`src/rtl/mem_seq_pkg.sv`:
```
// mem_seq_pkg -- shared definitions for the memory sequencer.
//   state_e  : 3-bit FSM state encoding for mem_seq_ctrl
//   OP_READ / OP_WRITE : encoding of the latched operation
package mem_seq_pkg;

  typedef enum logic [2:0] {
    ST_IDLE    = 3'd0,
    ST_MAR     = 3'd1,
    ST_ACCESS  = 3'd2,
    ST_CAPTURE = 3'd3,
    ST_DONE    = 3'd4
  } state_e;

  localparam logic OP_READ  = 1'b0;
  localparam logic OP_WRITE = 1'b1;

endpackage

```
`src/rtl/mem_seq_ctrl.sv`:
```
// mem_seq_ctrl -- Moore FSM sequencing one MAR/MDR memory access.
//   IDLE -> MAR -> ACCESS -> (CAPTURE, read only) -> DONE -> IDLE
// Parameters:
//   WAIT_MAX  : ACCESS cycles allowed before timeout (1..255)
// Ports:
//   clk, reset (async, active-high)
//   start_rd, start_wr : operation requests, sampled only in IDLE (read wins)
//   mem_ready          : memory acknowledge during ACCESS
//   mar_in, mdr_in     : MAR / MDR load strobes
//   mdr_read           : MDR source select (1 = memory, 0 = bus)
//   mem_rd, mem_wr     : memory requests
//   busy, done, err    : status (done is a 1-cycle pulse, err is sticky)
// Configuration:
//   MEM_TIMEOUT_EN : when defined, an 8-bit ACCESS counter aborts the access
//                    to DONE with err set after WAIT_MAX cycles; otherwise
//                    ACCESS waits forever and err is constant 0.
module mem_seq_ctrl
  import mem_seq_pkg::*;
#(
  parameter int unsigned WAIT_MAX = 15
) (
  input  logic clk,
  input  logic reset,
  input  logic start_rd,
  input  logic start_wr,
  input  logic mem_ready,
  output logic mar_in,
  output logic mdr_in,
  output logic mdr_read,
  output logic mem_rd,
  output logic mem_wr,
  output logic busy,
  output logic done,
  output logic err
);

  if (WAIT_MAX < 1 || WAIT_MAX > 255) begin : g_wait_max_range
    $error("mem_seq_ctrl: WAIT_MAX must be in 1..255");
  end

  state_e state_q, state_d;
  logic   op_q, op_d;
  logic   start;
  logic   timeout;

  assign start = start_rd | start_wr;

`ifdef MEM_TIMEOUT_EN
  localparam logic [7:0] CNT_LAST = 8'(WAIT_MAX - 1);

  logic [7:0] cnt_q, cnt_d;
  logic       err_q, err_d;

  // Counter holds the number of ACCESS cycles already completed; it reaches
  // CNT_LAST during the WAIT_MAX-th ACCESS cycle.
  assign timeout = (cnt_q == CNT_LAST);

  always_comb begin
    cnt_d = '0;
    if (state_q == ST_ACCESS) cnt_d = cnt_q + 8'd1;
    err_d = err_q;
    if (state_q == ST_IDLE && start) begin
      err_d = 1'b0;
    end else if (state_q == ST_ACCESS && !mem_ready && timeout) begin
      err_d = 1'b1;
    end
  end

  always_ff @(posedge clk or posedge reset) begin
    if (reset) begin
      cnt_q <= '0;
      err_q <= 1'b0;
    end else begin
      cnt_q <= cnt_d;
      err_q <= err_d;
    end
  end

  assign err = err_q;
`else
  assign timeout = 1'b0;
  assign err     = 1'b0;
`endif

  // State register
  always_ff @(posedge clk or posedge reset) begin
    if (reset) begin
      state_q <= ST_IDLE;
      op_q    <= OP_READ;
    end else begin
      state_q <= state_d;
      op_q    <= op_d;
    end
  end

  // Next-state logic
  always_comb begin
    state_d = state_q;
    op_d    = op_q;
    unique case (state_q)
      ST_IDLE: begin
        if (start) begin
          state_d = ST_MAR;
          op_d    = start_rd ? OP_READ : OP_WRITE;
        end
      end
      ST_MAR:     state_d = ST_ACCESS;
      ST_ACCESS: begin
        if (mem_ready) begin
          state_d = (op_q == OP_READ) ? ST_CAPTURE : ST_DONE;
        end else if (timeout) begin
          state_d = ST_DONE;
        end
      end
      ST_CAPTURE: state_d = ST_DONE;
      ST_DONE:    state_d = ST_IDLE;
      default:    state_d = ST_IDLE;
    endcase
  end

  // Output decode (registered state and latched op only)
  always_comb begin
    mar_in   = '0;
    mdr_in   = '0;
    mdr_read = '0;
    mem_rd   = '0;
    mem_wr   = '0;
    done     = '0;
    busy     = (state_q != ST_IDLE);
    unique case (state_q)
      ST_MAR:    mar_in = 1'b1;
      ST_ACCESS: begin
        mem_rd = (op_q == OP_READ);
        mem_wr = (op_q == OP_WRITE);
      end
      ST_CAPTURE: begin
        mdr_in   = 1'b1;
        mdr_read = 1'b1;
      end
      ST_DONE:   done = 1'b1;
      default: ;
    endcase
  end

endmodule
```
`config.mk`:
```
export PLATFORM = sky130hd
export DESIGN_NAME = mem_seq_ctrl
export DESIGN_NICKNAME = d
export VERILOG_FILES = /design/src/rtl/mem_seq_pkg.sv /design/src/rtl/mem_seq_ctrl.sv
export SDC_FILE = /design/constraint.sdc
export NUM_CORES = 1
export LEC_CHECK = 0
export BUFFER_PORTS_ARGS = -buffer_cell sky130_fd_sc_hd__buf_2
export CAP_MARGIN = 10
export CORE_AREA = 2 2 39 41
export DETAILED_ROUTE_END_ITERATION = 8
export DIE_AREA = 0 0 41 43
export MAX_ROUTING_LAYER = met4
export PLACE_DENSITY_LB_ADDON = 0.3
export SETUP_SLACK_MARGIN = 0.05
export SYNTH_ARGS = -nofsm -noshare
export SYNTH_HDL_FRONTEND = slang
export SYNTH_SLANG_ARGS = --single-unit
export TNS_END_PERCENT = 1
```
`constraint.sdc`:
```
create_clock -name clk -period 1.5 [get_ports clk]
set_input_delay 0.075 -clock clk [delete_from_list [all_inputs] [get_ports clk]]
set_output_delay 0.075 -clock clk [all_outputs]
set_load 0.05 [all_outputs]
```
======== After elaboration in Yosys (flattened, before gate mapping) ========
Cells that the tools add are included.
storage, ports and cells
  bits in registers ....................... 4
  bits of input ports ..................... 5
operators by class
  equality and inequality tests ........... 6
  muxes and demuxes ....................... 10
  bitwise operators ....................... 2
  reductions and logical operators ........ 4
operators with widths
  kind                                                 count
  case mux 3 bit (4 select lines)                      1
  two-way mux 3 bit                                    3
  equality test 3 x 2 -> 1 bit, second input constant  2
  two-way mux 1 bit                                    6
  inequality test 2 bit, second input constant         2
  AND reduction 2 bit                                  2
  equality test 3 x 1 -> 1 bit, second input constant  1
  equality test 3 bit, second input constant           1
  zero test 3 bit                                      1
  nonzero test 3 bit                                   1
  inverter 1 bit                                       1
  OR 1 bit                                             1

======== Longest topological paths before layout ========
Gate-level depths: netlist of the first run.
  depth after elaboration ................. 3
  mapped depth ............................ 4
  mapped depth without buffers ............ 3

======== Worst setup path after synthesis of the first run ========
Ideal clock, no wire load.
  path type ............................... flip-flop to output port
  start ................................... reg state_q[2]
  end ..................................... out mem_rd
  arrival time ............................ 2.144 ns
  path slack .............................. -0.719 ns
  stages on the path, launching flop included .. 3
  path buffers ............................ 1
  cell sequence ........................... dfrtp_1 -> buf_6 -> nor4b_1
between the ends
  cells in the longest elaborated chain, start to end .. 2
RTL lines
  item                          line                 text
  start: declaration            mem_seq_ctrl.sv:41   state_e state_q, state_d;
  start signal: assignment      mem_seq_ctrl.sv:91   state_q <= state_d;
  equality test 3 x 2 -> 1 bit  mem_seq_ctrl.sv:130  unique case (state_q)
  two-way mux 1 bit             mem_seq_ctrl.sv:130
  end: declaration              mem_seq_ctrl.sv:30   output logic mem_rd,
No other way between the ends.

======== Worst setup path in the final report of the first run ========
  start ................................... reg state_q[2]
  end ..................................... out mem_wr
between the ends
  cells in the longest elaborated chain, start to end .. 2
RTL lines
  item                          line                 text
  equality test 3 x 2 -> 1 bit  mem_seq_ctrl.sv:130
  two-way mux 1 bit             mem_seq_ctrl.sv:130
  end: declaration              mem_seq_ctrl.sv:31   output logic mem_wr,
No other way between the ends.

==> metrics.yaml, run 1 <==
status: "completed"
syn_std_cell_area_sq_um: 265
place.gp.congestion: 0.694
achievable-frequency_mhz: 730
slew_violations: 0
timing.setup.critical_path_class: "reg -> out"
rsz0062_at_grt: "no"
ant_nets: 0
htree_num_levels: 1
worst_setup_skew_after_layout_ns: 0.00256
post_synthesis_cell_count: 28
fp.dieArea_sq_mm: 0.00176
synth_simple_gate_area_share_pct: 32.1
post-route-period-util_pct: 91.3
first_global_vias: 223
share_of_flip_flops_with_an_asynchronous_set_or_reset_pct: 100
ctsLongestPathBuffers: 2
synth_compound_area_share_pct: 13.2
routed_via_density: 4.13
wire_length_of_the_first_global_routing_pass_um: 903
regToRegStartpoint: "op_q$_DFFE_PP0P_"
global_route.overflow_total: 0
yosysTopAreaCellShare_pct: 37.7
wl_um: 559
clock-root-buffer: "clkbuf_4"
critPathLaunch: "state_q[2]$_DFFE_PP0P_"
hold_start: "start_rd"
critical_path.max_fanout: 9
clk_transition_reported_paths_ns: 0.04
core_sq_mm: 0.00138
seq_area_frac_synth_pct: 37.7
synth_top_cell_by_area: "dfrtp_1"
synthDistinctLibCells: 17
rows: 14
grt_usage_pct: 8.57
worst-endpoint-required_ns: 1.42
ioPinCount: 13
layout-area-overhead-vs-synth_pct: 35.8
fillerInstances: 149
final_common_cell: "buf_2"
synthXorXnorAreaFrac_pct: 0
path_type_of_the_worst_min_delay_path: "in -> reg"
maxCapViolations: 0
clk_latency_ns: 0.24
layout-drive-gt1-share_pct: 51.3
cp.arrival_ns: 1.29
fin_crit_ns: 1.37
crit_path_end_kind: "output port"
hold_viol_final: 0
syn_nets: 33
drt_pass1_iterations: 1
post_synth.cell_area_avg_sq_um: 9.47
netlist_top_cells_area: "dfrtp_1, buf_4, a21oi_1"
diodes: 0
maximum_number_of_pins_on_one_net_before_global_route_repair: 11
die-width_um: 41
commonest_non_fill_non_tap_cells_in_the_layout: "buf_2, a21oi_1, clkbuf_4"
dominantRegCellSynth: "dfrtp_1"
synth-edff-count: 0
ys_warn_count: 0
worst_setup_path_start_kind: "register"
grt_antenna_before_repair: 0
setup_violations: 0
cts_made_buffers: 3
vias: 227
synth.ff_latch_count: 4
drcViolationCount: 0
synth_top_family_by_area: "simple AND/OR/NAND/NOR gates"
initial_utilization_pct: 19.2
post_drt_wl_per_cell_um: 10.2
clock_sink_count: 4
final_nets: 46
dr.first_iter.drc_count: 0
yosys.area_share.adder_pct: 0
cts_tree: "built"
holdWs_ns: 0.0241
multiplexer_fraction_of_the_synthesized_cell_area_pct: 0
dieHeight_um: 43
buffer_ports.inserted: 11
dp_hpwl_um: 405
==> path summary, 6_finish.rpt <==
kind                                          end  slack [ns]  cells past startpoint
setup / recovery                           mem_wr        0.13                      2
hold / removal                   op_q$_DFFE_PP0P_        0.02                      2
setup reg to reg           state_q[0]$_DFFE_PP0P_        0.41                      2
hold reg to reg            state_q[0]$_DFFE_PP0P_        0.61                      1
max in group asynchronous  state_q[1]$_DFFE_PP0P_        1.07                      3
min in group asynchronous        op_q$_DFFE_PP0P_        0.26                      3
==> synth_stat cells, types with 2 or more instances <==
master / number
dfrtp_1: 4
a21oi_1: 4
nor3b_1: 2
buf_4: 3
nand2b_1: 2
inv_1: 2
==> critical path, stage by stage, from the launching register on <==
cell      delay (ns)
dfrtp_1         0.48
nor4bb_2        0.31
clkbuf_4        0.27
==> logic make-up (layout without fill, tap and decap cells) <==
group	after synthesis	count (layout)
buffers and inverters	6	17
AOI/OAI and AO/OA	5	5
other	1	1
DFF	4	4
and+or+nand+nor	12	12
==> registers in the layout, indices dropped and copies added (netlist names) <==
signal   cells
op_q         1
state_q      3
==> per-layer routing <==
layer | track usage [%] | part of all wire [%] | vias up
li1 | - | - | 115
met1 | 9.12 | 48 | 102
met2 | 10.6 | 44 | 8
met3 | 0 | 5.2 | 2
met4 | 14.0 | 2.5 | 0
met5 | - | 0 | -
==> through the flow <==
stage | worst slack, ns | cells | area (sq um) | utilization [%] | setup TNS [ns]
after CTS | 0.0881 | 55 | 358 | 25.9 | 0
after global routing | 0.0563 | 55 | 360 | 26.0 | 0
after global placement | 0.326 | 51 | 324 | 23.4 | 0
final | 0.131 | 55 | 360 | 26.0 | 0
after detailed placement | 0.305 | 51 | 324 | 23.4 | 0
after floorplan | -0.0906 | 28 | 283 | - | -0.110
==> cell type report <==
cell class                 instances  area, sq um  area share (%)
multi-input combinational         18          141            39.2
tap                               16         20.0            5.56
sequential                         4          101            28.1
inverter                           2         7.51            2.08
timing repair buffer              12         67.6            18.7
clock buffer                       3         22.5            6.25
==> timing repair <==
action / 4_1_cts / 5_1_grt
hold buffers: 1 / 0
hold endpoints to repair: 4 / 0
setup endpoints to repair: 1 / 1
pin swaps: 0 / 0
buffers inserted: 0 / 0
cloned: 0 / 0
resized for setup: 1 / 1
Power of run 1 is left out: the tool's default activity adds up to more than one toggle a clock period on the data nets, which glitch-free logic cannot reach.
==> run 2: changes to the inputs <==
ABC_AREA = 1   (was unset)
==> run 2 against run 1 <==
Against the previous run: register-to-register slack improved by 0.09 ns; clock skew grew 0.0013 ns; worst hold slack better by 0.10 ns; maximum frequency up 0.91%; via count rose by 10%; core utilization increased by 0.27 points; routed wire length shrank 2.7%; clock-buffer cell count unchanged; global-route usage about the same; die area did not move; area after synthesis shrank 2.8%; first-iteration DRC count grew 5; largest cell class unchanged.
==> metrics.yaml, run 2 <==
place_area_sq_um: 329  # +1.5%
dp_hpwl_um: 422  # +4.3%
seq_area_frac_synth_pct: 38.8  # +1.1 points
post-route-period-util_pct: 90.4  # -0.83 points
final_nets: 54  # +17%
multiplexer_fraction_of_the_synthesized_cell_area_pct: 0  # unchanged
synth_compound_area_share_pct: 8.25  # -5.0 points
synth.ff_latch_count: 4  # unchanged
worst_setup_path_start_kind: "register"
slew_violations: 0  # unchanged
yosys.area_share.adder_pct: 0  # unchanged
dr.first_iter.drc_count: 5  # +5
cts_tree: "built"
die-width_um: 41  # unchanged
timing.setup.critical_path_class: "reg -> out"
post_synthesis_cell_count: 34  # +21%
ys_warn_count: 0  # unchanged
wl_um: 544  # -2.7%
worst-endpoint-required_ns: 1.42  # about the same
drcViolationCount: 0  # unchanged
core_sq_mm: 0.00138  # unchanged
rsz0062_at_grt: "no"
synthXorXnorAreaFrac_pct: 0  # unchanged
global_route.overflow_total: 0  # unchanged
achievable-frequency_mhz: 737  # +0.91%
post_drt_wl_per_cell_um: 8.63  # -15%
path_type_of_the_worst_min_delay_path: "in -> reg"
synth_top_cell_by_area: "dfrtp_1"
cp.arrival_ns: 1.28  # about the same
synth_simple_gate_area_share_pct: 35.4  # +3.4 points
grt_antenna_before_repair: 0  # unchanged
clock-root-buffer: "clkbuf_4"
synth-edff-count: 0  # unchanged
diodes: 0  # unchanged
registers.top_by_ff_count: "state_q"
yosysTopAreaCellShare_pct: 38.8  # +1.1 points
wire_length_of_the_first_global_routing_pass_um: 945  # +4.7%
rows: 14  # unchanged
layout-area-overhead-vs-synth_pct: 41.3
initial_utilization_pct: 18.6  # -0.54 points
share_of_flip_flops_with_an_asynchronous_set_or_reset_pct: 100  # unchanged
holdWs_ns: 0.126  # +0.102 ns
buffer_ports.inserted: 11  # unchanged
ant_nets: 0  # unchanged
synthDistinctLibCells: 16  # -1
multiInputGateArea_sq_um: 128  # -9.7%
max_reg_flops: 3  # unchanged
crit_path_end_kind: "output port"
place.gp.congestion: 0.676  # -2.6%
syn_nets: 39  # +18%
maximum_number_of_pins_on_one_net_before_global_route_repair: 7  # -4
drt_pass1_iterations: 4  # +3
post_synth.cell_area_avg_sq_um: 7.58  # -20%
ctsLongestPathBuffers: 2  # unchanged
htree_num_levels: 1  # unchanged
vias: 250  # +10%
fin_area_sq_um: 364  # +1.0%
maxCapViolations: 0  # unchanged
layout-drive-gt1-share_pct: 44.7  # -6.6 points
grt_usage_pct: 8.57  # -0.0088 points
commonest_non_fill_non_tap_cells_in_the_layout: "buf_2, inv_1, nand3_1, nor2_1"
synth_top_family_by_area: "simple AND/OR/NAND/NOR gates"
first_global_vias: 247  # +11%
dominantRegCellSynth: "dfrtp_1"
syn_std_cell_area_sq_um: 258  # -2.8%
clk_transition_reported_paths_ns: 0.04  # about the same
status: "completed"
netlist_top_cells_count: "inv_1, nand3_1, nor2_1"
cts_made_buffers: 3  # unchanged
final_common_cell: "buf_2"
hold_viol_final: 0  # unchanged
setup_violations: 0  # unchanged
sequential_cell_area_sq_um: 100  # -1.2%
fillerInstances: 155  # +4.0%
netlist_top_cells_area: "dfrtp_1, nand3_1, inv_1"
fin_crit_ns: 1.36  # -0.0124 ns
clk_latency_ns: 0.23  # about the same
dieHeight_um: 43  # unchanged
layout_top_registers: "state_q (3), op_q (1)"
fp.dieArea_sq_mm: 0.00176  # unchanged
routed_via_density: 3.97  # -3.9%
synth_most_common_cell: "inv_1"
ioPinCount: 13  # unchanged
critical_path.max_fanout: 6  # -3
clock_sink_count: 4  # unchanged
worst_setup_skew_after_layout_ns: 0.00384  # +0.00128 ns
## run 2: cell types whose count changed in the layout (fill, tap and decap cells not counted), sizes merged, moves of 2 or more
cell,change
a21oi,-3
inv,+5
nand2,+2
nand2b,-2
nand3,+5
nor2,+5
nor3b,-2
## run 2: worst max-delay path: stages (launching register included)
cell      delay, ns
dfrtp_1        0.46
nor2_4         0.20
nand3_1        0.12
inv_1          0.06
clkbuf_4       0.22
## run 2: worst paths after layout
path                                        startpoint                endpoint  slack, ns  cells past startpoint
worst min register to register        op_q$_DFFE_PP0P_  state_q[2]$_DFFE_PP0P_       0.57                      2
worst max-delay path            state_q[0]$_DFFE_PP0P_                  mem_rd       0.14                      4
max in group asynchronous                        reset  state_q[2]$_DFFE_PP0P_       1.09                      3
min in group asynchronous                        reset        op_q$_DFFE_PP0P_       0.26                      3
worst max register to register  state_q[0]$_DFFE_PP0P_  state_q[2]$_DFFE_PP0P_       0.50                      4
worst min-delay path                          start_wr        op_q$_DFFE_PP0P_       0.13                      3
## run 2: per-layer routing
layer	GRT usage, %	share of wire, %	up-vias
li1	-	-	130
met1	10.4	43	113
met2	10.3	52	7
met3	3.14	5.3	0
met4	8.00	0	0
met5	-	0	-
## run 2: area by class of cell
type                    count  area share (%)
clock buffers               3            6.19
multi-input cells          21            35.1
flip-flops and latches      4            27.5
repair buffers             12            18.6
inverters                   7            7.22
well taps                  16            5.50
## run 2: cell families after synthesis
group	after synthesis
compound gates	3
buf+inv	9
flops	4
other cells	1
simple gates	17
## run 2: timing repair
action	CTS	global route
hold buffers	1	0
gates resized for setup	0	1
hold endpoints to repair	4	0
buffers inserted	0	0
endpoints found under the setup margin	0	1
## run 2: per-stage QoR
step / TNS, ns / worst slack [ns] / utilization [%] / cells
final: 0 / 0.143 / 26.3 / 63
after global routing: 0 / 0.0754 / 26.3 / 63
after CTS: 0 / 0.115 / 26.1 / 63
after detailed placement: 0 / 0.368 / 23.8 / 59
after global placement: 0 / 0.369 / 23.8 / 59
after floorplan: -0.117 / -0.117 / - / 34
Power of run 2 is left out for the same reason.
==> run 3: changes to the inputs <==
--- a/constraint.sdc
+++ b/constraint.sdc
@@ -3,2 +3,2 @@
 set_output_delay 0.075 -clock clk [all_outputs]
-set_load 0.05 [all_outputs]
+set_load 0.1 [all_outputs]
==> run 3 against run 2 <==
Against the previous run: register-to-register slack lost 0.07 ns; flip-flop and latch count did not move; clock skew about the same; final area is 35% higher; global-route usage shrank 0.40 points; maximum frequency is 3.0% lower; non-clock buffer count is the same; critical path type unchanged.
==> metrics.yaml, run 3 (same netlist as run 2, synthesis figures left out) <==
dr.first_iter.drc_count: 1  # -4
fillerInstances: 143  # -7.7%
htree_num_levels: 1  # unchanged
hold_start: "start_wr"
crit_path_end_kind: "output port"
diodes: 0  # unchanged
regToRegStartpoint: "state_q[2]$_DFFE_PP0P_"
ant_nets: 0  # unchanged
hold_viol_final: 0  # unchanged
clk_latency_ns: 0.23  # about the same
layout_top_registers: "state_q (3), op_q (1)"
placement.setup.worst_slack_ns: 0.334  # -0.0338 ns
worst_hold_path.num_cells: 3  # unchanged
wire_length_of_the_first_global_routing_pass_um: 890  # -5.8%
hold-path-endpoint: "op_q$_DFFE_PP0P_"
cts_made_buffers: 3  # unchanged
setup_ws_ns: 0.101  # -0.0423 ns
maxCapViolations: 0  # unchanged
fp.dieArea_sq_mm: 0.00176  # unchanged
maximum_number_of_pins_on_one_net_before_global_route_repair: 7  # unchanged
drt_pass1_iterations: 2  # -2
cts.repair_timing.setup_buffer_count: 0  # unchanged
cts_tree: "built"
final_common_cell: "buf_12"
vias: 260  # +4.0%
clk_transition_reported_paths_ns: 0.04  # about the same
layout-area-overhead-vs-synth_pct: 90.3
dieHeight_um: 43  # unchanged
drcViolationCount: 0  # unchanged
global_route.overflow_total: 0  # unchanged
first_global_vias: 232  # -6.1%
fin_area_sq_um: 490  # +35%
worst_setup_path_start_kind: "register"
registers.top_by_ff_count: "state_q"
ioPinCount: 13  # unchanged
place.gp.congestion: 0.717  # +6.2%
place_area_sq_um: 457  # +39%
cp.arrival_ns: 1.32  # +0.04 ns
final_nets: 54  # unchanged
achievable-frequency_mhz: 715  # -3.0%
grt_antenna_before_repair: 0  # unchanged
slew_violations: 0  # unchanged
fin_crit_ns: 1.40  # +0.0423 ns
layout-drive-gt1-share_pct: 48.9  # +4.3 points
worst-endpoint-required_ns: 1.42  # about the same
worst_setup_skew_after_layout_ns: 0.00404  # +0.000196 ns
timing.reg2reg.worst_path_depth: 4  # unchanged
path_type_of_the_worst_min_delay_path: "in -> reg"
ctsLongestPathBuffers: 2  # unchanged
max_reg_flops: 3  # unchanged
buffer_ports.inserted: 11  # unchanged
wl_um: 536  # -1.5%
totalNegativeSetupSlack_ns: 0  # unchanged
post_drt_wl_per_cell_um: 8.51  # -1.5%
initial_utilization_pct: 18.6  # unchanged
commonest_non_fill_non_tap_cells_in_the_layout: "buf_12, inv_1, nand3_1"
rows: 14  # unchanged
dp_hpwl_um: 457  # +8.3%
routed_via_density: 4.13  # +4.0%
regToRegSetupSlack_ns: 0.43  # -0.07 ns
status: "completed"
setup_violations: 0  # unchanged
core_sq_mm: 0.00138  # unchanged
critical_path.max_fanout: 6  # unchanged
clock_sink_count: 4  # unchanged
clock-root-buffer: "clkbuf_4"
grt_usage_pct: 8.17  # -0.40 points
r2r_endpoint: "op_q$_DFFE_PP0P_"
timing.setup.critical_path_class: "reg -> out"
post-route-period-util_pct: 93.3  # +2.8 points
rsz0062_at_grt: "no"
die-width_um: 41  # unchanged
-- run 3: cell types whose count changed in the layout (fill, tap and decap cells not counted), sizes merged --
cell,delta
clkbuf,-1
buf,+1
-- run 3: final cells by class --
| type | instances | area, sq um | share of cell area, % |
|---|---|---|---|
| clock buffer | 3 | 22.5 | 4.59 |
| multi-input combinational | 21 | 150 | 30.6 |
| sequential | 4 | 101 | 20.7 |
| inverter | 7 | 26.3 | 5.36 |
| timing repair buffer | 12 | 170 | 34.7 |
| tap | 16 | 20.0 | 4.08 |
-- run 3: stage by stage --
stage,cells,util [%],hold WS (ns)
after floorplan,34,-,-0.159
after global placement,59,33.0,-0.0421
after detailed placement,59,33.0,-0.0368
after CTS,63,35.4,0.126
after global routing,63,35.4,0.142
final,63,35.4,0.132
-- run 3: worst max-delay path by stage --
stage	depth (start not counted)	from	end	slack (ns)
2_1_floorplan	1	state_q[0]$_DFFE_PP0P_	mem_wr	-0.16
3_3_place_gp	4	state_q[0]$_DFFE_PP0P_	mem_rd	0.36
3_5_place_dp	4	state_q[0]$_DFFE_PP0P_	mem_rd	0.33
4_1_cts	4	state_q[0]$_DFFE_PP0P_	mem_rd	0.08
5_1_grt	4	state_q[2]$_DFFE_PP0P_	mem_rd	0.05
6_report	4	state_q[2]$_DFFE_PP0P_	mem_rd	0.10
-- run 3: repair_timing --
| action | 4_1_cts | 5_1_grt |
|---|---|---|
| gates resized for setup | 0 | 1 |
| endpoints found under the hold margin | 4 | 0 |
| endpoints found under the setup margin | 0 | 1 |
| hold buffers | 1 | 0 |
-- run 3: routing by layer --
layer  GRT usage (%)  share of wire, %  wire (um)
met1            8.50                40        214
met2            10.9                54        292
met3            4.71               5.4         29
met4            6.00                 0          0
met5               -                 0          0
-- run 3: critical path: stages (launching register included) --
cell and delay (ns):
dfrtp_1 0.47, nor2_4 0.22, nand3_1 0.11, inv_1 0.11, buf_12 0.18
Power of run 3 is left out for the same reason.
